--- config.mk ---
export PLATFORM = sky130hd
export DESIGN_NAME = led_status_ctrl
export DESIGN_NICKNAME = d
export VERILOG_FILES = /design/src/rtl/led_status_ctrl.sv
export SDC_FILE = /design/constraint.sdc
export NUM_CORES = 1
export LEC_CHECK = 0
export ABC_AREA = 1
export BUFFER_PORTS_ARGS = -buffer_cell sky130_fd_sc_hd__buf_2
export CAP_MARGIN = 20
export CELL_PAD_IN_SITES_DETAIL_PLACEMENT = 1
export CELL_PAD_IN_SITES_GLOBAL_PLACEMENT = 1
export CORE_AREA = 2 2 139 87
export DETAILED_ROUTE_END_ITERATION = 6
export DIE_AREA = 0 0 141 89
export PLACE_DENSITY_LB_ADDON = 0.1
export RECOVER_POWER = 50
export SYNTH_ARGS = -nofsm -noshare
export SYNTH_HDL_FRONTEND = slang
export SYNTH_SLANG_ARGS = --single-unit
--- constraint.sdc ---
create_clock -name sys_clk -period 1.5 [get_ports sys_clk]
set_clock_uncertainty 0.05 [all_clocks]
set_input_delay 0.075 -clock sys_clk [delete_from_list [all_inputs] [get_ports sys_clk]]
set_output_delay 0.075 -clock sys_clk [all_outputs]
set_load 0.03 [all_outputs]
--- src/rtl/led_status_ctrl.sv ---
// Multi-channel LED status controller: shared tick prescaler and blink phase,
// per-channel event pulse-stretchers, per-channel 2-bit mode select and a
// global PWM brightness gate. Everything lives in the sys_clk domain.
// evt[i] is the per-channel activity strobe and must already be synchronous to sys_clk.
module led_status_ctrl #(
  parameter int unsigned NCH               = 8,
  parameter int unsigned CLK_DIV           = 100_000,
  parameter int unsigned HALF_PERIOD_TICKS = 500,
  parameter int unsigned STRETCH_TICKS     = 50,
  parameter int unsigned PWM_BITS          = 4
) (
  input  logic                sys_clk,
  input  logic                sys_rst_n,
  input  logic [2*NCH-1:0]    mode,
  input  logic [NCH-1:0]      evt,
  input  logic [PWM_BITS-1:0] duty,
  output logic [NCH-1:0]      led,
  output logic                tick
);

  localparam int unsigned PW  = $clog2(CLK_DIV);
  localparam int unsigned PhW = (HALF_PERIOD_TICKS > 1) ? $clog2(HALF_PERIOD_TICKS) : 1;
  localparam int unsigned SW  = $clog2(STRETCH_TICKS + 1);

  localparam logic [PW-1:0]  PresLast    = PW'(CLK_DIV - 1);
  localparam logic [PhW-1:0] PhaseLast   = PhW'(HALF_PERIOD_TICKS - 1);
  localparam logic [SW-1:0]  StretchLoad = SW'(STRETCH_TICKS);

  typedef enum logic [1:0] {
    ModeOff     = 2'b00,
    ModeOn      = 2'b01,
    ModeBlink   = 2'b10,
    ModeStretch = 2'b11
  } mode_e;

  logic [PW-1:0]              presc_q, presc_d;
  logic                       tick_q, tick_d;
  logic [PhW-1:0]             phase_q, phase_d;
  logic                       blink_q, blink_d;
  logic [NCH-1:0][SW-1:0]     stretch_q, stretch_d;
  logic [PWM_BITS-1:0]        pwm_q, pwm_d;
  logic [NCH-1:0]             led_q, led_d;
  logic [NCH-1:0]             raw;
  logic                       gate;

  assign led  = led_q;
  assign tick = tick_q;

  // Next-state for prescaler, blink phase, stretchers, PWM counter and LED drive.
  always_comb begin
    presc_d   = (presc_q == PresLast) ? '0 : presc_q + PW'(1);
    tick_d    = (presc_q == PresLast);

    phase_d   = phase_q;
    blink_d   = blink_q;
    if (tick_q) begin
      if (phase_q == PhaseLast) begin
        phase_d = '0;
        blink_d = ~blink_q;
      end else begin
        phase_d = phase_q + PhW'(1);
      end
    end

    stretch_d = stretch_q;
    for (int i = 0; i < int'(NCH); i++) begin
      // A fresh event always wins over a same-cycle tick decrement.
      if (evt[i]) begin
        stretch_d[i] = StretchLoad;
      end else if (tick_q && (stretch_q[i] != '0)) begin
        stretch_d[i] = stretch_q[i] - SW'(1);
      end
    end

    pwm_d = pwm_q + PWM_BITS'(1);
    // All-ones duty bypasses the comparator so full brightness has no ripple.
    gate  = (pwm_q < duty) || (&duty);

    raw = '0;
    for (int i = 0; i < int'(NCH); i++) begin
      unique case (mode_e'(mode[2*i +: 2]))
        ModeOff:     raw[i] = 1'b0;
        ModeOn:      raw[i] = 1'b1;
        ModeBlink:   raw[i] = blink_q;
        ModeStretch: raw[i] = (stretch_q[i] != '0);
        default:     raw[i] = 1'b0;
      endcase
    end

    led_d = raw & {NCH{gate}};
  end

  // State registers with synchronous active-low reset.
  always_ff @(posedge sys_clk) begin
    if (!sys_rst_n) begin
      presc_q   <= '0;
      tick_q    <= 1'b0;
      phase_q   <= '0;
      blink_q   <= 1'b0;
      stretch_q <= '0;
      pwm_q     <= '0;
      led_q     <= '0;
    end else begin
      presc_q   <= presc_d;
      tick_q    <= tick_d;
      phase_q   <= phase_d;
      blink_q   <= blink_d;
      stretch_q <= stretch_d;
      pwm_q     <= pwm_d;
      led_q     <= led_d;
    end
  end

endmodule

Yosys cells after proc, flatten, opt, wreduce, memory -nomap -nowiden --
Index checks and enable logic that the tools add are counted.
Storage, ports and cells: bits of input ports 30, word-level logic and storage cells 132, output and inout port bits 9, RAM bits 0, memory bits (read-only) 0, flip-flop bits (word level) 88, memories kept 0, bits in latches 0
Operators by class: add/sub/neg operators 11, reduce and logical (&&, ||, !) cells 44, $mul 0, multiplexer cells 25, bitwise logic cells 3, magnitude comparators 1, shift-type cells 0, divide/modulo/power cells 0, equal/unequal tests 26
Operators with widths (number):
- 6-bit 2-to-1 mux | 16
- 6-bit nonzero test | 8
- 6-bit by 1-bit subtractor with 6-bit output (second input constant) | 8
- 2-bit == test (second input constant) | 16
- 1-bit case mux with 4 select lines | 8
- 2-bit OR reduction | 9
- 17-bit by 1-bit adder with 17-bit output (second input constant) | 1
- 17-bit == test (second input constant) | 1
- 2-bit by 1-bit == test with 1-bit output (second input constant) | 8
- 2-bit logical NOT | 8
- 2-bit nonzero test | 8
- 9-bit by 1-bit adder with 9-bit output (second input constant) | 1
- 9-bit == test (second input constant) | 1
- 9-bit 2-to-1 mux | 1
- 8-bit bitwise AND | 1
- 1-bit logical AND | 8
- 4-bit by 1-bit adder with 4-bit output (second input constant) | 1
- 4-bit < comparator | 1
- 4-bit AND reduction | 1
- 1-bit NOT | 2
- 2-bit AND reduction | 1
- 1-bit logical OR | 1

Longest topological paths before layout --
Gate-level depths: netlist of the first run.
depth after elaboration 4, depth in mapped cells 9, mapped depth without buffers 9

Worst setup path before layout of the first run --
Ideal clock, no wire load.
path type register to register, start reg tick_q, in the netlist tick, end reg phase_q[7], data required time 1.335 ns, arrival 1.278 ns, period minus slack after synthesis 1.442 ns, slack 0.058 ns, stages on the path, launching flop included 8, library setup time 0.115 ns, path buffers 1, cells stage by stage dfxtp_1 -> buf_4 -> nand2_1 -> nor2_1 -> nand3_1 -> nor2_1 -> nor2_1 -> o21a_1
RTL lines:
- start: declaration | RTL line 37 | logic tick_q, tick_d;
- start signal: assignment | RTL line 105 | tick_q <= tick_d;
- end signal: assignment | RTL line 106 | phase_q <= phase_d;
- end: declaration | RTL line 38 | logic [PhW-1:0] phase_q, phase_d;

Worst setup path in the final report of the first run --
start reg presc_q[0], end reg presc_q[14]
Between the ends: cells in the longest elaborated chain, start to end 2, elaborated cells between the ends (all ways) 3, classes of those cells add/sub (1); eq/ne (1); reduce/logical (1)
Ends and longest elaborated chain:
- start: declaration | RTL line 36 | logic [PW-1:0] presc_q, presc_d;
- start signal: assignment | RTL line 104 | presc_q <= presc_d;
- parallel branches: the longest is 2 deep, another holds 17-bit by 1-bit adder with 17-bit output
Parallel ways; which one is timed is not known. A chain may end at the register's enable or synchronous reset.

==> results of run 1 <==
metrics by stage:
stage                     total power, mW  setup TNS [ns]  setup WS, ns  hold WS [ns]  utilization
final                                5.04               0        0.0637        0.0245        0.502
after global routing                 5.30          -0.133       -0.0442        0.0300        0.502
after CTS                            5.09               0       0.00164        0.0140        0.489
after detailed placement             3.09         -0.0143       -0.0143         0.327        0.459
after global placement               3.05               0        0.0554         0.300        0.459
after floorplan                      2.88               0        0.0577         0.177            -
where the power goes:
group / switching [mW] / leakage, nW / internal, mW
registers: 0.0583 / 0.720 / 2.41
logic: 0.374 / 1.68 / 0.240
clock network: 0.868 / 0.121 / 1.09
total: 1.30 / 2.52 / 3.74
worst max-delay path, cell delays in order (launching register included):
cell                      delay [ns]
sky130_fd_sc_hd__dfxtp_2        0.34
sky130_fd_sc_hd__ha_2           0.19
sky130_fd_sc_hd__nand2_2        0.10
sky130_fd_sc_hd__nor2_4         0.19
sky130_fd_sc_hd__nand2_2        0.10
sky130_fd_sc_hd__nor2_4         0.11
sky130_fd_sc_hd__inv_2          0.07
sky130_fd_sc_hd__nand2_8        0.11
sky130_fd_sc_hd__nor2_1         0.06
state kept, by name (all words and copies together), names as in the netlist:
register,cells
pwm_q,4
tick,1
phase_q,9
led,8
blink_q,1
presc_q,17
stretch_q,48
per-layer routing:
metal  wire, um  vias to the layer above  track usage
met4         89                        0       0.0536
met1       6360                     2158        0.267
li1           -                     2303            -
met2       6570                       32        0.401
met3        238                        7       0.0445
met5          0                        -            0
logic make-up (layout without fill, tap and decap cells):
| group | count (synthesis) | count (layout) | synth area share |
|---|---|---|---|
| DFF | 88 | 88 | 0.380 |
| AOI/OAI and AO/OA | 64 | 64 | 0.0755 |
| xor gates and xnor gates | 21 | 21 | 0.0396 |
| buffers and inverters | 124 | 194 | 0.107 |
| and+or+nand+nor | 373 | 373 | 0.347 |
| adders and majority gates | 19 | 19 | 0.0512 |
repair_timing:
item                                    4_1_cts  5_1_grt
endpoints found under the setup margin        8       53
endpoints found under the hold margin        17        0
hold buffers                                  8        0
pin swaps                                     0        3
gates resized for setup                       5       41
final timing paths:
check                                    end  slack, ns
setup / recovery      presc_q[14]$_SDFF_PP0_       0.06
hold / removal    stretch_q[45]$_SDFFE_PP0P_       0.02
hold reg to reg        presc_q[0]$_SDFF_PP0_       0.37
setup reg to reg      presc_q[14]$_SDFF_PP0_       0.06
placed cells by master, fill, tap and decap left out, types with 6 or more instances in the layout:
| cell type | n |
|---|---|
| sky130_fd_sc_hd__xnor2_1 | 14 |
| sky130_fd_sc_hd__inv_2 | 6 |
| sky130_fd_sc_hd__xor2_1 | 7 |
| sky130_fd_sc_hd__nand2_1 | 119 |
| sky130_fd_sc_hd__clkbuf_16 | 9 |
| sky130_fd_sc_hd__buf_4 | 19 |
| sky130_fd_sc_hd__nand3_2 | 8 |
| sky130_fd_sc_hd__dlygate4sd3_1 | 8 |
| sky130_fd_sc_hd__o21ai_0 | 18 |
| sky130_fd_sc_hd__buf_2 | 30 |
| sky130_fd_sc_hd__dfxtp_1 | 86 |
| sky130_fd_sc_hd__clkbuf_1 | 10 |
| sky130_fd_sc_hd__inv_1 | 105 |
| sky130_fd_sc_hd__nor2_1 | 127 |
| sky130_fd_sc_hd__nand4_1 | 22 |
| sky130_fd_sc_hd__nand3_1 | 57 |
| sky130_fd_sc_hd__ha_1 | 15 |
| sky130_fd_sc_hd__nand2_2 | 10 |
| sky130_fd_sc_hd__nor2_2 | 6 |
| sky130_fd_sc_hd__a21oi_1 | 29 |
area by class of cell:
cell class              instances  area, um^2
repair buffers                 68         445
inverters                     113         427
clock buffers                  11         233
multi-input cells             477        2530
flip-flops and latches         88        1760
fillers                      1504        5560
well taps                     144         180
clock inverters                 2        10.0
==> flow_results.org, run 1 <==
** Timing
- Final number of hold-violating endpoints :: 0
- Max-slew headroom at the worst pin :: 0.694
- Timing-limited maximum frequency :: 696 MHz
- Minimum period implied by the final worst setup slack :: 1.44 ns
- Crit share post-route :: 0.958
- Number of pins exceeding their max-slew limit in the final report :: 0
- Endpoints failing setup :: 0
- Worst Tran Pin Value :: 0.460 ns
- RSZ-0062 raised after global routing :: yes

** Pwr
- P_leak :: 2.52 nW
- The worst-case IR drop observed on VDD is 582 uV.
- Areal power density over the cells :: 902 nW/um^2

** Place
- Total instance count after detailed placement :: 882
- Detailed placement finished with a half-perimeter wire length of 9.89 mm.
- The congestion estimate from routability-driven global placement came to 0.848.
- Post-detailed-placement cell area :: 5120 um^2
- Input/output buffers :: 38

** Clocking
- After clock tree synthesis, the setup repair step added 0 buffers.
- In this run the deepest clock path goes through 2 buffers.
- TritonCTS built the clock tree.
- Library cell used as clock root buffer :: sky130_fd_sc_hd__clkbuf_16
- Number of buffers created by CTS :: 9
- At the later pin of the worst-skew pair, clock insertion delay measures 0.34 ns.
- CTS saw 88 sinks.
- In this run the number of H-tree levels came out at 3.
- Clock transition at the register clock pins on the worst setup and hold paths after CTS :: 0.06 ns

** Yosys
- Number of flops mapped to enable cells by yosys :: 0
- Yosys instantiated no cell more often than sky130_fd_sc_hd__nor2_1.
- Async S/R FF share, synth :: 0
- For this run, the leading register cell type out of synthesis is sky130_fd_sc_hd__dfxtp_1.
- Gate count after technology mapping :: 689
- Ranked by total cell area, the synthesized netlist is headed by sky130_fd_sc_hd__dfxtp_1 (38%), sky130_fd_sc_hd__nor2_1 (11%), sky130_fd_sc_hd__nand2_1 (10%), sky130_fd_sc_hd__inv_1 (8.7%), sky130_fd_sc_hd__nand3_1 (7.0%).
- After synthesis, the most frequently instantiated cells are sky130_fd_sc_hd__nor2_1 (132), sky130_fd_sc_hd__nand2_1 (128), sky130_fd_sc_hd__inv_1 (108).
- Mean Syn Cell Area :: 6.73 um^2
- Library cell occupying the most area in the post-synthesis netlist :: sky130_fd_sc_hd__dfxtp_1
- For this run, the register share of the synthesized area comes to 0.380.
- Yosys cell types :: 34
- The synthesized netlist occupies a cell area of 4640 um^2.
- Synthesized netlist net count :: 738
- Synthesis Warnings :: 0
- FF+latch count, synth :: 88
- The share of synthesized area in the top cell type comes to 0.380.

** Die
- Die Area :: 12500 um^2
- The total area inside the core boundary comes to 11100 um^2.
- Count of pins on the block boundary :: 39
- The initial utilization of the core area, before any placement, comes to 0.416.
- Std-Cell Rows :: 30
- Die Y :: 89 um
- The die is 141 um wide.

** Global route
- In the global route stage, overall resource usage came out at 0.218.
- Wire length of the first global-routing pass :: 21.6 mm
- GRT overflow :: 0
- Number of antenna violations at the first check in global routing :: 0
- Entering global routing, the biggest net connects 23 pins.
- The number of global-route vias before repair came to 4615.

** Worst setup path
- Crit Path Max Fanout :: 15
- Worst EP required :: 1.68 ns
- In this run the worst setup path begins at presc_q[0]$_SDFF_PP0_.
- The worst setup path is launched from a register.
- STA classifies the critical path endpoint as a register.
- Counting cells, the worst reg-to-reg path comes to 8.
- WS Path Type :: reg -> reg
- At the worst endpoint, the arrival time is 1.61 ns.
- The worst register-to-register path begins at presc_q[0]$_SDFF_PP0_.

** Hold path
- The worst hold path begins at evt[7].
- Number of cells on the worst hold path :: 3
- The min-delay analysis places its worst path in the category in -> reg.

** Route
- Dividing the detail-routed via count by the number of cells gives 4.98.
- Before antenna repair, the detailed router went through 4 iterations.
- Across all layers, the routed design uses 4500 vias.
- Routed wire length :: 13.3 mm
- Routed WL per cell :: 14.7 um
- For this block, the initial DRC count from the detailed router was 167.
- Post-route ant nets :: 0
- After detailed routing, the number of remaining DRC violations is 0.

** Final layout
- The count of cells in the finished layout, fillers not included, comes to 903.
- Fraction of layout cells with a size suffix above 1 :: 0.149
- At the end of the flow, the number of nets in the layout was 806.
- Growth of design area from synthesis to finish :: 20.5%
- With fillers left out, the area of the finished cells amounts to 5590 um^2.
- The number of antenna diodes in the final layout is 0.

** Job
- MaxCap Viol Count :: 0

** Status
- Run status :: complete, no violations
Power figures use the tool's default switching activity.
==> run 2: changes to the inputs <==
--- a/config.mk
+++ b/config.mk
@@ -11,6 +11,7 @@
 export CELL_PAD_IN_SITES_DETAIL_PLACEMENT = 1
 export CELL_PAD_IN_SITES_GLOBAL_PLACEMENT = 1
 export CORE_AREA = 2 2 139 87
+export CTS_BUF_LIST = sky130_fd_sc_hd__clkbuf_8 sky130_fd_sc_hd__clkbuf_16
 export DETAILED_ROUTE_END_ITERATION = 6
 export DIE_AREA = 0 0 141 89
 export PLACE_DENSITY_LB_ADDON = 0.1
==> run 2 against run 1 <==
Final cell count unchanged. Fmax unchanged. Clock-buffer cell count decreased by 2. Critical endpoint unchanged. Highest routed layer unchanged. Sequential cell count unchanged. Wire length unchanged.
==> flow_results.org, run 2 (synthesis results as in run 1) <==
** Route
- The final routed wirelength across all metal layers was 13.3 mm (unchanged).
- The vias per cell came to 4.98 (about the same).
- The total DRC errors in the routed layout came to 0 (unchanged).
- The average detailed-routed wire length per instance came to 14.7 um (unchanged).
- The first-iteration detailed-routing DRC count was 164 (-1.8%).
- The number of optimization iterations in the first detailed-route pass came to 4 (unchanged).
- Post-route ant nets :: 0 (unchanged)
- Total via count after detailed routing :: 4499 (-0.022%)

** Die
- The chip width was 141 um (unchanged).
- The boundary pin count came to 39 (unchanged).
- The area enclosed by the die boundary was 12500 um^2 (unchanged).
- Die Y :: 89 um (unchanged)
- Initial Util :: 0.416 (unchanged)
- The site row count is 30 (unchanged).
- The core footprint came to 11100 um^2 (unchanged).

** Final layout
- Antenna fix cells :: 0 (unchanged)
- In the layout the commonest cells are sky130_fd_sc_hd__nor2_1 (127), sky130_fd_sc_hd__nand2_1 (119), sky130_fd_sc_hd__inv_1 (107), sky130_fd_sc_hd__dfxtp_1 (86), sky130_fd_sc_hd__nand3_1 (57).
- The total of fill cells in the finished design was 1504 (unchanged).
- Ranked by flip-flop count, first place goes to stretch_q.
- The synthesis-to-finish area growth was 20.5% (unchanged).
- The flip-flop count of the largest register after layout came to 48 (unchanged).
- The share of layout cells above drive strength 1 came to 0.149 (unchanged).
- Design area :: 5590 um^2 (unchanged)
- Count of nets after finishing :: 806 (unchanged)
- Non-Filler Instances :: 903 (unchanged)
- Most common library cell in the layout ignoring fill and taps :: sky130_fd_sc_hd__nor2_1
- Final design utilization :: 0.502 (unchanged)
- The largest registers in the layout are stretch_q (48), presc_q (17), phase_q (9).

** Timing
- Final number of hold-violating endpoints :: 0 (unchanged)
- RSZ-0062 raised after global routing :: yes
- The setup slack after layout came to 0.0637 ns (+0.000000100 ns).
- The total negative slack came to 0 ns (unchanged).
- The minimum clock period is 1.44 ns (-0.000000100 ns).
- Hold slack :: 0.0245 ns (-0.0000134 ns)
- The final period utilization was 0.958 (about the same).
- The slew of the pin with the lowest slew margin came to 0.460 ns (unchanged).
- Endpoints failing setup :: 0 (unchanged)
- Max-slew headroom at the worst pin :: 0.694 (unchanged)
- Timing-limited maximum frequency :: 696 MHz (unchanged)
- The number of pins exceeding their max-slew limit in the final report is 0 (unchanged).

** Global route
- Global routing met3 resource utilization :: 0.0445 (unchanged)
- Vias in the first global route :: 4615 (unchanged)
- Pin count of the biggest net entering global routing :: 23 (unchanged)
- Wire length of the first global-routing pass :: 21.6 mm (unchanged)
- The met2 track demand over resource is 0.401 (unchanged).
- GRT overflow :: 0 (unchanged)
- Global Route met1 Usage :: 0.267 (unchanged)
- After global routing, the most crowded layer is met2.
- Number of antenna violations at the first check in global routing :: 0 (unchanged)
- The global-route usage over all layers is 0.218 (unchanged).

** Worst setup path
- WS Path Type :: reg -> reg
- Worst reg2reg path depth :: 8 (unchanged)
- Buf+Inv Stages, Crit Path :: 1 (unchanged)
- Grouping stages by cell kind, the critical path spends the most delay in simple AND/OR/NAND/NOR gates.
- Slowest stage cell, crit path :: sky130_fd_sc_hd__dfxtp_2
- The required time of the critical path was 1.68 ns (about the same).
- Setup crit start kind :: register
- Arrival time at the worst endpoint :: 1.61 ns (about the same)
- The depth of the critical timing path with buffers and inverters included was 8 (unchanged).
- Kind of capture point of the worst setup path :: register
- Crit Path Max Fanout :: 15 (unchanged)
- The worst stage delay on the critical path was 0.34 ns (about the same).
- Series of cell instances along the critical path :: ha_2, nand2_2, nor2_4, nand2_2, nor2_4, inv_2, nand2_8, nor2_1

** Pwr
- P_int :: 3.73 mW (-0.37%)
- P_leak :: 2.53 nW (+0.33%)
- The cell area power density is 900 nW/um^2 (-0.26%).
- P_sw :: 1.30 mW (about the same)
- The portion of total power attributed to the clock network was 0.387 (about the same).
- The total power was 5.03 mW (-0.26%).
- Switching share of total power :: 0.259 (+0.000825)
- The sequential share of power is 0.491 (about the same).
- The worst supply voltage drop on vdd is 582 uV (about the same).
- Share of power burned in combinational logic :: 0.122 (about the same)

** Clocking
- Clock transition at the register clock pins on the worst setup and hold paths after CTS :: 0.06 ns (about the same)
- Number of buffers created by CTS :: 9 (unchanged)
- Maximum root-to-sink buffer count :: 2 (unchanged)
- TritonCTS built the clock tree.
- The clock latency of the later-clocked register in the worst-skew pair is 0.34 ns (about the same).
- The total number of clock tree sinks came to 88 (unchanged).
- CTS H-tree depth :: 3 (unchanged)
- The tree is rooted in a sky130_fd_sc_hd__clkbuf_16.
- The number of buffers added for setup after CTS was 0 (unchanged).

** Job
- The count of max-cap constraint violations was 0 (unchanged).

** Place
- Total instance count after detailed placement :: 882 (unchanged)
- Post-detailed-placement cell area :: 5120 um^2 (unchanged)
- Post-placement setup slack :: -0.0143 ns (unchanged)
- The number of I/O port buffers is 38 (unchanged).
- The placer's final routability congestion estimate came to 0.848 (unchanged).
- The detailed placement HPWL was 9.89 mm (unchanged).

** Status
- Run status :: complete, no violations

** Hold path
- Path type of the worst min-delay path :: in -> reg
- Number of cells on the worst hold path :: 3 (unchanged)
-- run 2: changes by cell type in the layout (fill, tap and decap cells not counted) --
cell,previous run,this run
sky130_fd_sc_hd__inv_1,105,107
sky130_fd_sc_hd__clkbuf_1,10,8
-- run 2: layout make-up --
cell class,instances,area [um^2],area share
tap,144,180,0.0322
sequential,88,1760,0.316
clock buffer,9,225,0.0403
inverter,113,427,0.0763
multi-input combinational,477,2530,0.453
timing repair buffer,68,445,0.0797
clock inverter,4,17.5,0.00313
-- run 2: final timing paths --
path | to | start | slack, ns
hold / removal | stretch_q[45]$_SDFFE_PP0P_ | evt[7] | 0.02
hold reg to reg | presc_q[0]$_SDFF_PP0_ | presc_q[0]$_SDFF_PP0_ | 0.37
setup reg to reg | presc_q[14]$_SDFF_PP0_ | presc_q[0]$_SDFF_PP0_ | 0.06
setup / recovery | presc_q[14]$_SDFF_PP0_ | presc_q[0]$_SDFF_PP0_ | 0.06
-- run 2: timing repair --
action,in CTS,in global routing
pin swaps,0,3
setup endpoints to repair,8,53
resized for setup,5,41
hold endpoints to repair,17,0
hold buffers,8,0
-- run 2: layer usage --
layer | vias up | share of wire
met5 | - | 0
met4 | 0 | 0.0067
met3 | 7 | 0.018
met2 | 32 | 0.50
met1 | 2157 | 0.48
li1 | 2303 | -
-- run 2: power by group through the flow --
stage	clock, mW	combinational, mW	sequential, mW
2_1_floorplan	0	0.339	2.54
3_3_place_gp	0	0.534	2.52
3_5_place_dp	0	0.564	2.52
4_1_cts	2.02	0.589	2.47
5_1_grt	2.11	0.695	2.48
6_report	1.95	0.615	2.47
-- run 2: worst min-delay path, stage by stage --
cell and delay (ns):
sky130_fd_sc_hd__buf_2 0.10, sky130_fd_sc_hd__nor2_1 0.06, sky130_fd_sc_hd__a21boi_0 0.12
==> run 3: changes to the inputs <==
--- a/config.mk
+++ b/config.mk
@@ -5,15 +5,16 @@
 export SDC_FILE = /design/constraint.sdc
 export NUM_CORES = 1
 export LEC_CHECK = 0
-export ABC_AREA = 1
 export BUFFER_PORTS_ARGS = -buffer_cell sky130_fd_sc_hd__buf_2
 export CAP_MARGIN = 20
 export CELL_PAD_IN_SITES_DETAIL_PLACEMENT = 1
 export CELL_PAD_IN_SITES_GLOBAL_PLACEMENT = 1
-export CORE_AREA = 2 2 139 87
+export CORE_AREA = 2 2 134 84
 export CTS_BUF_LIST = sky130_fd_sc_hd__clkbuf_8 sky130_fd_sc_hd__clkbuf_16
+export CTS_CLUSTER_DIAMETER = 200
 export DETAILED_ROUTE_END_ITERATION = 6
-export DIE_AREA = 0 0 141 89
+export DIE_AREA = 0 0 136 86
+export HOLD_SLACK_MARGIN = 0.06
 export PLACE_DENSITY_LB_ADDON = 0.1
 export RECOVER_POWER = 50
 export SYNTH_ARGS = -nofsm -noshare
==> run 3 against run 2 <==
Worst hold slack better by 0.052 ns. Sequential share of layout area down 2.5 points. Worst setup slack got worse by 0.34 ns. Largest power group unchanged. The run now ends with setup timing left. Wire length rose by 5.4%. Via count fell by 7.0%.
==> flow_results.org, run 3 <==
** Status
- Run status :: finished with violations
- The checks that failed: setup timing.

** Yosys
- For this run, the leading register cell type out of synthesis is sky130_fd_sc_hd__dfxtp_1.
- Library cell occupying the most area in the post-synthesis netlist :: sky130_fd_sc_hd__dfxtp_1
- Cell with the most instances after synthesis :: sky130_fd_sc_hd__dfxtp_1
- Yosys cell types :: 44 (+29%)
- Async S/R FF share, synth :: 0 (unchanged)
- Netlist area before placement :: 4280 um^2 (-7.8%)
- Mean Syn Cell Area :: 8.55 um^2 (+27%)
- Synthesis Warnings :: 0 (unchanged)
- The register bit total from synthesis came to 88 (unchanged).
- Cell types occupying the most area after synthesis :: sky130_fd_sc_hd__dfxtp_1 (41%), sky130_fd_sc_hd__nor2_1 (5.9%), sky130_fd_sc_hd__ha_1 (5.6%), sky130_fd_sc_hd__xnor2_1 (4.9%), sky130_fd_sc_hd__xor2_1 (4.1%)
- The number of enable-type register cells in the synthesized netlist came to 0 (unchanged).
- Share of synthesized area occupied by flip-flops and latches :: 0.412 (+0.0323)
- The share of the synthesized area in the top cell type came to 0.412 (+0.0323).
- The synthesized net count is 549 (-26%).
- Gate count after technology mapping :: 500 (-27%)
- In the synthesized netlist, the cells that appear most often are sky130_fd_sc_hd__dfxtp_1 (88), sky130_fd_sc_hd__nor2_1 (67), sky130_fd_sc_hd__inv_1 (40).

** Global route
- Vias in the first global route :: 4439 (-3.8%)
- GRT overflow :: 0 (unchanged)
- Global routing usage summed across all routing layers :: 0.243 (+0.0244)
- Wire length of the first global-routing pass :: 22.0 mm (+1.7%)
- Number of antenna violations at the first check in global routing :: 0 (unchanged)
- The largest net degree at the start of global routing came to 26 (+13%).

** Timing
- Endpoints failing setup :: 25 (+25)
- The highest clock rate came to 564 MHz (-19%).
- RSZ-0062 raised after global routing :: yes
- Number of pins exceeding their max-slew limit in the final report :: 0 (unchanged)
- The relative max-transition margin was 0.633 (-0.0611).
- The final period utilization is 1.18 (+0.225).
- The minimum clock period came to 1.77 ns (+0.338 ns).
- Hold slack :: 0.0763 ns (+0.0518 ns)
- Final number of hold-violating endpoints :: 0 (unchanged)
- The slew of the pin with the lowest slew margin was 0.549 ns (+0.0889 ns).
- Final WS setup :: -0.274 ns (-0.338 ns)

** Final layout
- The largest registers in the layout are stretch_q (48), presc_q (17), phase_q (9).
- Antenna fix cells :: 0 (unchanged)
- Fraction of layout cells with a size suffix above 1 :: 0.317 (+0.169)
- Counting flops per register, the top entry is stretch_q.
- Number of flip-flops in the largest register :: 48 (unchanged)
- Design area :: 6120 um^2 (+9.5%)
- From synthesis to final layout, the design area changed by 43.3%.
- The layout net count came to 693 (-14%).
- Final design utilization :: 0.590 (+0.0886)
- Most common library cell in the layout ignoring fill and taps :: sky130_fd_sc_hd__buf_4
- Highest-count cells in the layout ignoring fill and taps :: sky130_fd_sc_hd__buf_4 (77), sky130_fd_sc_hd__dfxtp_1 (76), sky130_fd_sc_hd__nor2_1 (66), sky130_fd_sc_hd__inv_1 (34), sky130_fd_sc_hd__buf_2 (30)

** Job
- The count of max-cap constraint violations is 0 (unchanged).

** Die
- The overall die height was 86 um (-3.4%).
- Placeable core region :: 10400 um^2 (-6.9%)
- The chip width is 136 um (-3.5%).
- The area enclosed by the die boundary came to 11700 um^2 (-6.8%).
- The boundary pin count came to 39 (unchanged).
- The site row count is 29 (-3.3%).
- The initial standard-cell utilization of the core is 0.412 (-0.00418).

** Pwr
- The leakage power was 2.48 nW (-2.0%).
- The cell area power density was 894 nW/um^2 (-0.65%).
- Worst IR drop on VDD :: 561 uV (-3.7%)

** Route
- Post-route ant nets :: 0 (unchanged)
- Routed wire length :: 14.0 mm (+5.4%)
- Detailed-route vias per instance :: 5.31 (+6.6%)
- The first-iteration detailed-routing DRC count is 192 (+17%).
- Routed WL per cell :: 17.7 um (+21%)
- # DRC :: 0 (unchanged)
- The total via count after detailed routing was 4184 (-7.0%).
- The number of optimization iterations in the first detailed-route pass is 4 (unchanged).

** Clocking
- Library cell used as clock root buffer :: sky130_fd_sc_hd__clkbuf_16
- Clk_lat worst skew :: 0.35 ns (about the same)
- CTS tree :: built
- Clock transition at the register clock pins on the worst setup and hold paths after CTS :: 0.06 ns (about the same)
- CTS H-tree depth :: 3 (unchanged)
- Maximum root-to-sink buffer count :: 2 (unchanged)
- Clock net sink count :: 88 (unchanged)
- Number of buffers created by CTS :: 9 (unchanged)

** Worst setup path
- The worst setup path is of the reg -> reg kind.
- Setup crit start kind :: register
- Kind of capture point of the worst setup path :: register
- Crit Path Max Fanout :: 5 (-10)
- Arrival time at the worst endpoint :: 1.96 ns (+0.35 ns)
- The required time of the critical path is 1.68 ns (about the same).

** Place
- The detailed placement HPWL was 9.29 mm (-6.1%).
- Input/output buffers :: 38 (unchanged)
- The post-detailed-placement cell area came to 5210 um^2 (+1.8%).
- Final weighted congestion in routability-driven placement :: 0.797 (-6.0%)

** Hold path
- Path type of the worst min-delay path :: in -> reg
==> run 3: worst max-delay path, cell delays in order, from the launching register on <==
cell                      delay (ns)
sky130_fd_sc_hd__dfxtp_2        0.33
sky130_fd_sc_hd__inv_2          0.08
sky130_fd_sc_hd__ha_4           0.13
sky130_fd_sc_hd__or3b_4         0.40
sky130_fd_sc_hd__or4b_1         0.48
sky130_fd_sc_hd__a21oi_1        0.14
sky130_fd_sc_hd__a21oi_1        0.05
==> run 3: layout make-up <==
type / instances / area (um^2)
clock buffer: 11 / 253
clock inverter: 5 / 47.5
fill: 1246 / 4250
inverter: 41 / 154
multi-input combinational: 358 / 2660
sequential: 88 / 1780
tap: 139 / 174
timing repair buffer: 146 / 1060
==> run 3: routing by layer <==
metal,wire length (um),up-vias,global-route usage,share of wire
li1,-,2050,-,-
met1,6490,2066,0.295,0.46
met2,6930,48,0.427,0.50
met3,342,20,0.0526,0.024
met4,207,0,0.0795,0.015
met5,0,-,0,0
==> run 3: report_power, final <==
group	internal (mW)	leakage, nW	switching, mW
combinational	0.315	1.60	0.364
sequential	2.42	0.724	0.0715
clock	1.36	0.158	0.942
total	4.10	2.48	1.38
==> run 3: what timing repair did <==
item,in CTS,in global routing
hold buffers,20,0
buffers inserted,7,8
pin swaps,10,22
hold endpoints to repair,35,0
setup endpoints to repair,32,62
resized for setup,18,62
==> run 3: cell families after synthesis <==
group	Yosys count	synth area share
compound gates	87	0.130
buf+inv	54	0.0492
fa+ha+maj	19	0.0556
simple gates	195	0.233
flops	88	0.412
mux	13	0.0304
xor+xnor	44	0.0901
==> run 3: worst paths after layout <==
check                                                start                   endpoint  slack, ns  cells past startpoint
worst max-delay path            stretch_q[25]$_SDFFE_PN0P_          led[4]$_SDFF_PN0_      -0.27                      6
worst min-delay path                               mode[9]          led[4]$_SDFF_PN0_       0.08                      5
worst max register to register  stretch_q[25]$_SDFFE_PN0P_          led[4]$_SDFF_PN0_      -0.27                      6
worst min register to register   stretch_q[4]$_SDFFE_PN0P_  stretch_q[4]$_SDFFE_PN0P_       0.44                      2
==> run 3: stage by stage <==
step / instances / setup slack, ns / TNS (ns) / total power [mW]
floorplan: 500 / -0.202 / -1.00 / 2.82
global placement: 737 / -0.220 / -1.16 / 3.04
detailed placement: 737 / -0.255 / -2.04 / 3.07
CTS: 780 / -0.261 / -1.88 / 5.42
global route: 788 / -0.339 / -5.76 / 5.68
finish: 788 / -0.274 / -2.91 / 5.48
